## src/rtl/rom_arbiter_if.sv

```systemverilog
// rtl/rom_arbiter_if.sv - requester/ROM bus bundle for the ROM arbiter
//
// Groups the requester handshake and the ROM port of rom_arbiter.
//   req       requester -> arbiter  per-requester read request (level)
//   req_addr  requester -> arbiter  flattened addresses, requester i at [i*ADDR_W +: ADDR_W]
//   gnt       arbiter -> requester  one-hot grant pulse
//   rvalid    arbiter -> requester  one-hot read-data valid pulse
//   rdata     arbiter -> requester  shared read data, zero when no rvalid
//   rom_ena   arbiter -> ROM        read enable
//   rom_addr  arbiter -> ROM        read address
//   rom_dout  ROM -> arbiter        registered ROM output
// slave modport: the arbiter. master modport: requesters plus the ROM.
interface rom_arbiter_if #(
    parameter int NUM_REQ = 2,
    parameter int ADDR_W  = 14,
    parameter int DATA_W  = 8
);
    logic [NUM_REQ-1:0]        req;
    logic [NUM_REQ*ADDR_W-1:0] req_addr;
    logic [NUM_REQ-1:0]        gnt;
    logic [NUM_REQ-1:0]        rvalid;
    logic [DATA_W-1:0]         rdata;
    logic                      rom_ena;
    logic [ADDR_W-1:0]         rom_addr;
    logic [DATA_W-1:0]         rom_dout;

    modport slave (
        input  req, req_addr, rom_dout,
        output gnt, rvalid, rdata, rom_ena, rom_addr
    );

    modport master (
        output req, req_addr, rom_dout,
        input  gnt, rvalid, rdata, rom_ena, rom_addr
    );
endinterface

```

## src/rtl/rom_arbiter.sv

```systemverilog
// rtl/rom_arbiter.sv - per-cycle arbiter sharing one registered-read ROM
//
// Shares a single-port ROM with a 1-cycle registered read between NUM_REQ
// requesters. One access may issue every cycle; latency is fixed:
// req sampled in T -> gnt/rom_ena/rom_addr in T+1 -> rvalid/rdata in T+2.
// Ports:
//   clk    system clock, rising edge
//   rst_n  asynchronous active-low reset
//   bus    rom_arbiter_if.slave (req, req_addr, gnt, rvalid, rdata,
//          rom_ena, rom_addr, rom_dout)
// Parameters: NUM_REQ (2..8), ADDR_W, DATA_W, RR_MODE (1 round-robin,
// 0 fixed priority with index 0 highest).
module rom_arbiter #(
    parameter int NUM_REQ = 2,
    parameter int ADDR_W  = 14,
    parameter int DATA_W  = 8,
    parameter int RR_MODE = 1
) (
    input  logic          clk,
    input  logic          rst_n,
    rom_arbiter_if.slave  bus
);
    localparam int IDX_W = (NUM_REQ > 1) ? $clog2(NUM_REQ) : 1;

    logic [NUM_REQ-1:0] gnt_q;
    logic [NUM_REQ-1:0] rvalid_q;
    logic               ena_q;
    logic [ADDR_W-1:0]  addr_q;
    logic [IDX_W-1:0]   last;

    logic [NUM_REQ-1:0] eligible;
    logic               win_found;
    logic [IDX_W-1:0]   win_idx;
    logic [NUM_REQ-1:0] win_onehot;
    logic [IDX_W:0]     cand;
    logic [ADDR_W-1:0]  addr_arr [NUM_REQ];

    for (genvar g = 0; g < NUM_REQ; g++) begin : g_addr
        assign addr_arr[g] = bus.req_addr[g*ADDR_W +: ADDR_W];
    end

    // A requester that sees its own grant this cycle has already been
    // served; masking it lets it drop req or present the next address.
    assign eligible = bus.req & ~gnt_q;

    always_comb begin
        win_found = 1'b0;
        win_idx   = '0;
        cand      = '0;
        if (RR_MODE != 0) begin
            // Search last+1, last+2, ... wrapping at NUM_REQ; one spare bit
            // in cand holds the unwrapped sum.
            for (int k = 1; k <= NUM_REQ; k++) begin
                cand = {1'b0, last} + (IDX_W+1)'(k);
                if (cand >= (IDX_W+1)'(NUM_REQ)) begin
                    cand = cand - (IDX_W+1)'(NUM_REQ);
                end
                if (!win_found && eligible[cand[IDX_W-1:0]]) begin
                    win_found = 1'b1;
                    win_idx   = cand[IDX_W-1:0];
                end
            end
        end else begin
            // Descending scan so the lowest eligible index is written last.
            for (int i = NUM_REQ - 1; i >= 0; i--) begin
                if (eligible[i]) begin
                    win_found = 1'b1;
                    win_idx   = IDX_W'(i);
                end
            end
        end
    end

    assign win_onehot = NUM_REQ'(1) << win_idx;

    // gnt_q doubles as the stage-1 tag: it marks which requester owns the
    // read the ROM is capturing, and moves to rvalid one cycle later.
    always_ff @(posedge clk or negedge rst_n) begin
        if (!rst_n) begin
            gnt_q    <= '0;
            rvalid_q <= '0;
            ena_q    <= 1'b0;
            addr_q   <= '0;
            last     <= IDX_W'(NUM_REQ - 1);
        end else begin
            rvalid_q <= gnt_q;
            ena_q    <= win_found;
            gnt_q    <= win_found ? win_onehot : '0;
            if (win_found) begin
                addr_q <= addr_arr[win_idx];
                if (RR_MODE != 0) begin
                    last <= win_idx;
                end
            end
        end
    end

    assign bus.gnt      = gnt_q;
    assign bus.rvalid   = rvalid_q;
    assign bus.rom_ena  = ena_q;
    assign bus.rom_addr = addr_q;
    // ROM output is stale between reads; present zero unless a read lands.
    assign bus.rdata    = (|rvalid_q) ? bus.rom_dout : '0;

    a_gnt_onehot:    assert property (@(posedge clk) disable iff (!rst_n) $onehot0(gnt_q));
    a_rvalid_onehot: assert property (@(posedge clk) disable iff (!rst_n) $onehot0(rvalid_q));
    a_ena_matches:   assert property (@(posedge clk) disable iff (!rst_n) ena_q == (|gnt_q));
endmodule

```

## src/flat_wrapper.sv

```systemverilog
// flat-port wrapper written by rule: the top's interface ports become plain ports
module rom_arbiter_flat 
#(
    parameter int NUM_REQ = 2,
    parameter int ADDR_W  = 14,
    parameter int DATA_W  = 8,
    parameter int RR_MODE = 1
)
  (clk, rst_n, bus_req, bus_req_addr, bus_rom_dout, bus_gnt, bus_rvalid, bus_rdata, bus_rom_ena, bus_rom_addr);
  rom_arbiter_if #(.NUM_REQ(NUM_REQ), .ADDR_W(ADDR_W), .DATA_W(DATA_W)) bus_i ();
  input  logic clk;
  input  logic rst_n;
  input wire logic [$bits(bus_i.req)-1:0] bus_req;
  input wire logic [$bits(bus_i.req_addr)-1:0] bus_req_addr;
  input wire logic [$bits(bus_i.rom_dout)-1:0] bus_rom_dout;
  output wire logic [$bits(bus_i.gnt)-1:0] bus_gnt;
  output wire logic [$bits(bus_i.rvalid)-1:0] bus_rvalid;
  output wire logic [$bits(bus_i.rdata)-1:0] bus_rdata;
  output wire logic [$bits(bus_i.rom_ena)-1:0] bus_rom_ena;
  output wire logic [$bits(bus_i.rom_addr)-1:0] bus_rom_addr;
  assign bus_i.req = bus_req;
  assign bus_i.req_addr = bus_req_addr;
  assign bus_i.rom_dout = bus_rom_dout;
  assign bus_gnt = bus_i.gnt;
  assign bus_rvalid = bus_i.rvalid;
  assign bus_rdata = bus_i.rdata;
  assign bus_rom_ena = bus_i.rom_ena;
  assign bus_rom_addr = bus_i.rom_addr;
  rom_arbiter #(.NUM_REQ(NUM_REQ), .ADDR_W(ADDR_W), .DATA_W(DATA_W), .RR_MODE(RR_MODE)) u_core (.clk(clk), .rst_n(rst_n), .bus(bus_i));
endmodule
```

## config.mk

```make
export PLATFORM = sky130hd
export DESIGN_NAME = rom_arbiter_flat
export DESIGN_NICKNAME = d
export VERILOG_FILES = /design/src/rtl/rom_arbiter_if.sv /design/src/rtl/rom_arbiter.sv /design/src/flat_wrapper.sv
export SDC_FILE = /design/constraint.sdc
export NUM_CORES = 1
export LEC_CHECK = 0
export ABC_CLOCK_PERIOD_IN_PS = 1900
export BUFFER_PORTS_ARGS = -buffer_cell sky130_fd_sc_hd__buf_2
export CAP_MARGIN = 15
export CELL_PAD_IN_SITES_DETAIL_PLACEMENT = 2
export CELL_PAD_IN_SITES_GLOBAL_PLACEMENT = 2
export CORE_MARGIN = 3
export CORE_UTILIZATION = 22
export DETAILED_ROUTE_END_ITERATION = 10
export PLACE_DENSITY_LB_ADDON = 0.1
export SETUP_SLACK_MARGIN = 0.02
export SLEW_MARGIN = 20
export SYNTH_ARGS = -nofsm -noshare
export SYNTH_HDL_FRONTEND = slang
export SYNTH_SLANG_ARGS = --single-unit
```

## constraint.sdc

```tcl
create_clock -name clk -period 1.9 [get_ports clk]
set_clock_uncertainty 0.2 [all_clocks]
set_input_delay 0.38 -clock clk [delete_from_list [all_inputs] [get_ports clk]]
set_output_delay 0.38 -clock clk [all_outputs]
set_load 0.02 [all_outputs]
```

==> flow_summary.toml, run 1 <==
[outcome]
status = "finished clean"

[floorplan]
dieArea_mm2 = 0.00501
die_h_um = 70.8
core_area_mm2 = 0.00385
die_w_um = 70.8
rows = 22
ioPinCount = 67
initial_utilization = 0.240

[layout]
drive_gt1_frac = 0.565
nets = 179
fillers = 442
n_antenna_cell = 0
synthToLayoutAreaGrowth_pct = 45.7

[setup_path]
crit_chain = "nor2_2 -> nor2b_1 -> buf_2"
crit_required_ps = 1320
r2r_setup_slack_ps = 210
critPathLaunchType = "flop"
cp_data_arrival_time_ps = 1190
path_class = "flop to primary output"
path_max_fanout = 8
cpPeakStageDelay_ps = 390
worst_r2r_path_depth = 3
r2r_end = "u_core.bus.rom_addr[13]$_DFFE_PN0N_"
endpoint_kind = "primary output"
critPathTopFamily = "flip-flops"
crit_buf_inv = 1
critPathSlowestCell = "dfrtp_1"

[logic_synthesis]
yosys_most_used_dff = "dfrtp_1"
syn_inst = 71
synth-compound-area-share = 0.182
synth-edff-count = 0
syn-num-nets = 111
synth_cell_types = 15
synth_top_family_by_area = "simple AND/OR/NAND/NOR gates"
ys_seq_area_frac = 0.543
syn_avg_cell_area_um2 = 13.0
ys_warn_count = 0
synth-simple-area-share = 0.220
syn-cell-area_um2 = 923
synth-adder-area-share = 0
muxShareOfSynthArea = 0
synth_seq_cells = 20
synth_async_sr_flop_share = 1.00
synth-xor-area-share = 0

[min_path]
hold_start = "bus_req_addr[17]"
whs_endpoint = "u_core.bus.rom_addr[3]$_DFFE_PN0N_"
hold_path_depth = 2
hold_path.class = "input pin to flop"

[routing]
ant_nets = 0
avgRoutedWirePerCell_um = 16.0
wl_um = 2980
drtIter0Drc = 22
drc = 0
drtPass1Iterations = 4
route.detailed.vias_per_inst = 4.62
num_vias = 859

[grt]
antenna_found_initial = 0
grt_use_total = 0.127
grt_pass1_vias = 963
grt_overflow = 0
grt_first_pass_wirelength_um = 5020
grt_max_degree = 21

[pwr]
power_density_mw_per_mm2 = 1090
vdd_drop_max_mv = 0.309
leakagePower_nw = 0.676

[sta]
finalMaxSlewViolations = 0
worst_slack_ps = 130
finalCritPeriodShare = 0.931
tightest_slew_ps = 668
final.setup.tns_ps = 0
max_slew_margin = 0.554
setup_viol = 0
hold_violations = 0
max_freq_mhz = 565
rsz0062_at_grt = "no"
period_needed_ps = 1770

[job]
maxCapViolations = 0

[cts]
cts_buffer_depth = 2
post-cts-setup-buffer-count = 0
cts_max_level = 1
cts_num_sinks = 20
cts_buffers = 3
clkTransAtPathRegs_ps = 80
cts_tree = "done"
cts_root_buf = "clkbuf_8"
clock_latency_ps = 260

[placement]
dpl_worst_slack_ps = 181
place_congestion = 0.681
dpl.hpwl_um = 2230
port_buffers = 66
worst max path at each step:
| stage | start | endpoint | cells past startpoint | slack [ps] |
|---|---|---|---|---|
| after global routing | u_core.bus.gnt[0]$_DFF_PN0_ | u_core.bus.rom_addr[8]$_DFFE_PN0N_ | 3 | 30 |
| after detailed placement | bus_req[1] | u_core.bus.rom_addr[4]$_DFFE_PN0N_ | 4 | 180 |
| final | u_core.bus.rvalid[1]$_DFF_PN0_ | bus_rdata[1] | 3 | 130 |
| after floorplan | u_core.bus.gnt[1]$_DFF_PN0_ | u_core.bus.rom_addr[13]$_DFFE_PN0N_ | 4 | 320 |
| after CTS | u_core.bus.rvalid[1]$_DFF_PN0_ | bus_rdata[1] | 3 | 110 |
| after global placement | bus_req[1] | u_core.bus.rom_addr[5]$_DFFE_PN0N_ | 4 | 180 |
what timing repair did:
action | CTS | global route
resized for setup | 1 | 0
setup endpoints to repair | 8 | 0
hold buffers | 1 | 0
endpoints found under the hold margin | 19 | 0
area by class of cell:
cell class | instances | area (µm²) | area share
timing repair buffer | 69 | 355 | 0.264
clock buffer | 4 | 55.1 | 0.0409
sequential | 20 | 502 | 0.373
multi-input combinational | 45 | 373 | 0.277
tap | 48 | 60.1 | 0.0447
worst reg2reg max path, delay by kind of cell, from the launching register on:
family	cells	cell delay [ps]
flops	1	580
simple gates	2	580
compound gates	1	270
synth_stat cells, types with 2 or more instances:
library cell,n,area share
a221o_1,14,0.15
buf_2,2,0.011
buf_6,3,0.037
dfrtp_1,19,0.51
nor2b_1,10,0.068
nor3b_1,14,0.11
logic make-up (layout without fill, tap and decap cells):
| group | after synthesis | in the layout |
|---|---|---|
| AO/OA/AOI/OAI | 16 | 16 |
| buffers and inverters | 6 | 73 |
| flip-flops | 20 | 20 |
| AND/OR/NAND/NOR | 29 | 29 |
placed cells by master, fill, tap and decap left out:
| cell | instances |
|---|---|
| dfstp_2 | 1 |
| nor2_2 | 2 |
| a21o_2 | 1 |
| a221o_1 | 14 |
| nand2b_1 | 1 |
| a21boi_4 | 1 |
| dfrtp_1 | 19 |
| buf_4 | 2 |
| buf_2 | 66 |
| nor2b_1 | 10 |
| nor3b_1 | 14 |
| dlygate4sd3_1 | 1 |
| nor3b_2 | 1 |
| clkbuf_8 | 4 |
| or2_1 | 1 |
per-layer routing:
| layer | vias up | global-route usage | routed length [µm] |
|---|---|---|---|
| met3 | 5 | 0.0298 | 226 |
| met1 | 407 | 0.170 | 1360 |
| met5 | - | 0 | 0 |
| li1 | 400 | - | - |
| met4 | 0 | 0.0376 | 37 |
| met2 | 47 | 0.203 | 1350 |
flip-flops by register name (all words and copies together), names as in the netlist, named ones only:
register             flops
u_core.bus.gnt           2
u_core.bus.rom_addr     14
u_core.bus.rom_ena       1
u_core.bus.rvalid        2
metrics by stage:
stage | std cells | area, µm² | hold slack (ps) | power [mW] | utilization
3_5_place_dp | 181 | 1280 | 169 | 1.15 | 0.331
4_1_cts | 186 | 1350 | 142 | 1.49 | 0.349
6_report | 186 | 1350 | 146 | 1.46 | 0.349
3_3_place_gp | 181 | 1280 | 164 | 1.14 | 0.331
2_1_floorplan | 71 | 923 | -116 | 0.951 | -
5_1_grt | 186 | 1350 | 146 | 1.56 | 0.349
power by group:
part / leakage (nW) / internal (mW) / switching (mW) / total, mW
Combinational: 0.403 / 0.229 / 0.324 / 0.554
Clock: 0.0288 / 0.184 / 0.141 / 0.326
Sequential: 0.244 / 0.529 / 0.0556 / 0.584
Total: 0.676 / 0.942 / 0.522 / 1.46
(Power assumes the default switching activity.)
==> inputs of run 2 (changes only) <==
- BUFFER_PORTS_ARGS: -buffer_cell sky130_fd_sc_hd__buf_2 -> -buffer_cell sky130_fd_sc_hd__buf_4
==> run 2 against run 1 <==
  * Critical path depth is the same
  * Core utilization grew 4.4 points
  * Wire length grew 0.97%
  * Die area is the same
  * Final cell count grew 1.1%
  * Combinational power grew 17%
  * Sequential cell count is the same
  * Hold slack gained 1.8 ps
  * Total power grew 3.9%
  * Global-route usage grew 0.31 points
  * Maximum frequency shrank 0.63%
  * Sequential power grew 2%
  * Critical path type unchanged
==> flow_summary.toml, run 2 (synthesis gave the netlist of run 1 again) <==
[setup_path]
cpPeakStageDelay_ps = 400
path_max_fanout = 8
endpoint_kind = "primary output"
path_class = "flop to primary output"
crit_required_ps = 1320
critPathLaunchType = "flop"
crit_chain = "nor2_2 -> nor2b_1 -> buf_4"
cp_data_arrival_time_ps = 1200
critPathSlowestCell = "dfrtp_1"

[sta]
period_needed_ps = 1780
final.setup.tns_ps = 0
hold_slack_ps = 148
setup_viol = 0
tightest_slew_ps = 456
finalMaxSlewViolations = 0
rsz0062_at_grt = "no"
hold_violations = 0
max_freq_mhz = 562
max_slew_margin = 0.695
finalCritPeriodShare = 0.937

[cts]
cts_num_sinks = 20
clkTransAtPathRegs_ps = 70
cts_buffer_depth = 2
cts_max_level = 1
cts_tree = "done"
clock_latency_ps = 250
cts_buffers = 3
cts_root_buf = "clkbuf_8"

[layout]
nets = 181
final_common_cell = "buf_4"
utilization = 0.393
largest_reg_flops = 14
layout_common_cells = "buf_4 (70), dfrtp_1 (19), nor3b_1 (14), a221o_1 (14), nor2b_1 (10)"
synthToLayoutAreaGrowth_pct = 64.1
drive_gt1_frac = 0.564
design_area_mm2 = 0.00152
n_antenna_cell = 0

[placement]
port_buffers = 66
dpl.hpwl_um = 2390
dpl_cell_area_mm2 = 0.00146
place_congestion = 0.712

[pwr]
power_density_mw_per_mm2 = 1000
vdd_drop_max_mv = 0.388
leakagePower_nw = 0.728
total_power_mw = 1.52

[grt]
grt_overflow = 0
grt_pass1_vias = 1004
grt_first_pass_wirelength_um = 5240
grt_use_total = 0.130
grt_max_degree = 21
antenna_found_initial = 0

[routing]
drc = 0
route.detailed.vias_per_inst = 4.66
drtIter0Drc = 27
avgRoutedWirePerCell_um = 16.0
wl_um = 3000
ant_nets = 0
num_vias = 876
drtPass1Iterations = 2

[floorplan]
initial_utilization = 0.240
die_w_um = 70.8
rows = 22
dieArea_mm2 = 0.00501
die_h_um = 70.8
core_area_mm2 = 0.00385
ioPinCount = 67

[job]
maxCapViolations = 0

[min_path]
hold_path.class = "input pin to flop"

[outcome]
status = "finished clean"
run 2: cell types whose count changed in the layout (fill, tap and decap cells not counted), sizes merged:
cell,previous run,this run
buf,68,70
run 2: metrics by stage:
stage          setup slack (ps)  instances
2_1_floorplan               324         71
3_3_place_gp                228        183
3_5_place_dp                216        183
4_1_cts                    83.0        188
5_1_grt                    50.0        188
6_report                    119        188
run 2: power breakdown:
group | switching (mW) | internal [mW]
Clock | 0.132 | 0.149
Combinational | 0.325 | 0.321
Sequential | 0.0646 | 0.529
Total | 0.522 | 0.999
run 2: what timing repair did:
action / CTS / global route
endpoints found under the setup margin: 8 / 0
gates resized for setup: 1 / 0
setup buffers: 0 / 0
hold buffers: 1 / 0
hold endpoints to repair: 19 / 0
run 2: final cells by class:
cell class,instances,area [µm²]
Clock buffer,4,45.0
Sequential cell,20,502
Multi-Input combinational cell,45,373
Fill cell,423,2340
Tap cell,48,60.1
Timing Repair Buffer,71,536
run 2: final timing paths:
| check | from | endpoint | slack (ps) | cells after the start |
|---|---|---|---|---|
| max | u_core.bus.rvalid[1]$_DFF_PN0_ | bus_rdata[4] | 120 | 3 |
| min | bus_req_addr[3] | u_core.bus.rom_addr[3]$_DFFE_PN0N_ | 150 | 2 |
| max reg2reg | u_core.bus.gnt[1]$_DFF_PN0_ | u_core.bus.rom_addr[13]$_DFFE_PN0N_ | 290 | 3 |
| min reg2reg | u_core.bus.gnt[0]$_DFF_PN0_ | u_core.bus.rvalid[0]$_DFF_PN0_ | 240 | 0 |
| max in group asynchronous | rst_n | async pin | 900 | 2 |
| min in group asynchronous | rst_n | u_core.bus.rom_addr[12]$_DFFE_PN0N_ | 330 | 2 |
run 2: per-layer routing:
| metal | vias to the layer above | share of wire | global-route usage |
|---|---|---|---|
| met5 | - | 0 | 0 |
| met4 | 0 | 0.0027 | 0.0251 |
| met3 | 2 | 0.088 | 0.0440 |
| met2 | 44 | 0.48 | 0.217 |
| met1 | 427 | 0.43 | 0.164 |
| li1 | 403 | - | - |
run 2: critical path: cells and delay by family, from the launching register on:
| family | cells | cell delay, ps |
|---|---|---|
| and+or+nand+nor | 2 | 390 |
| DFF | 1 | 400 |
| buffers and inverters | 1 | 170 |
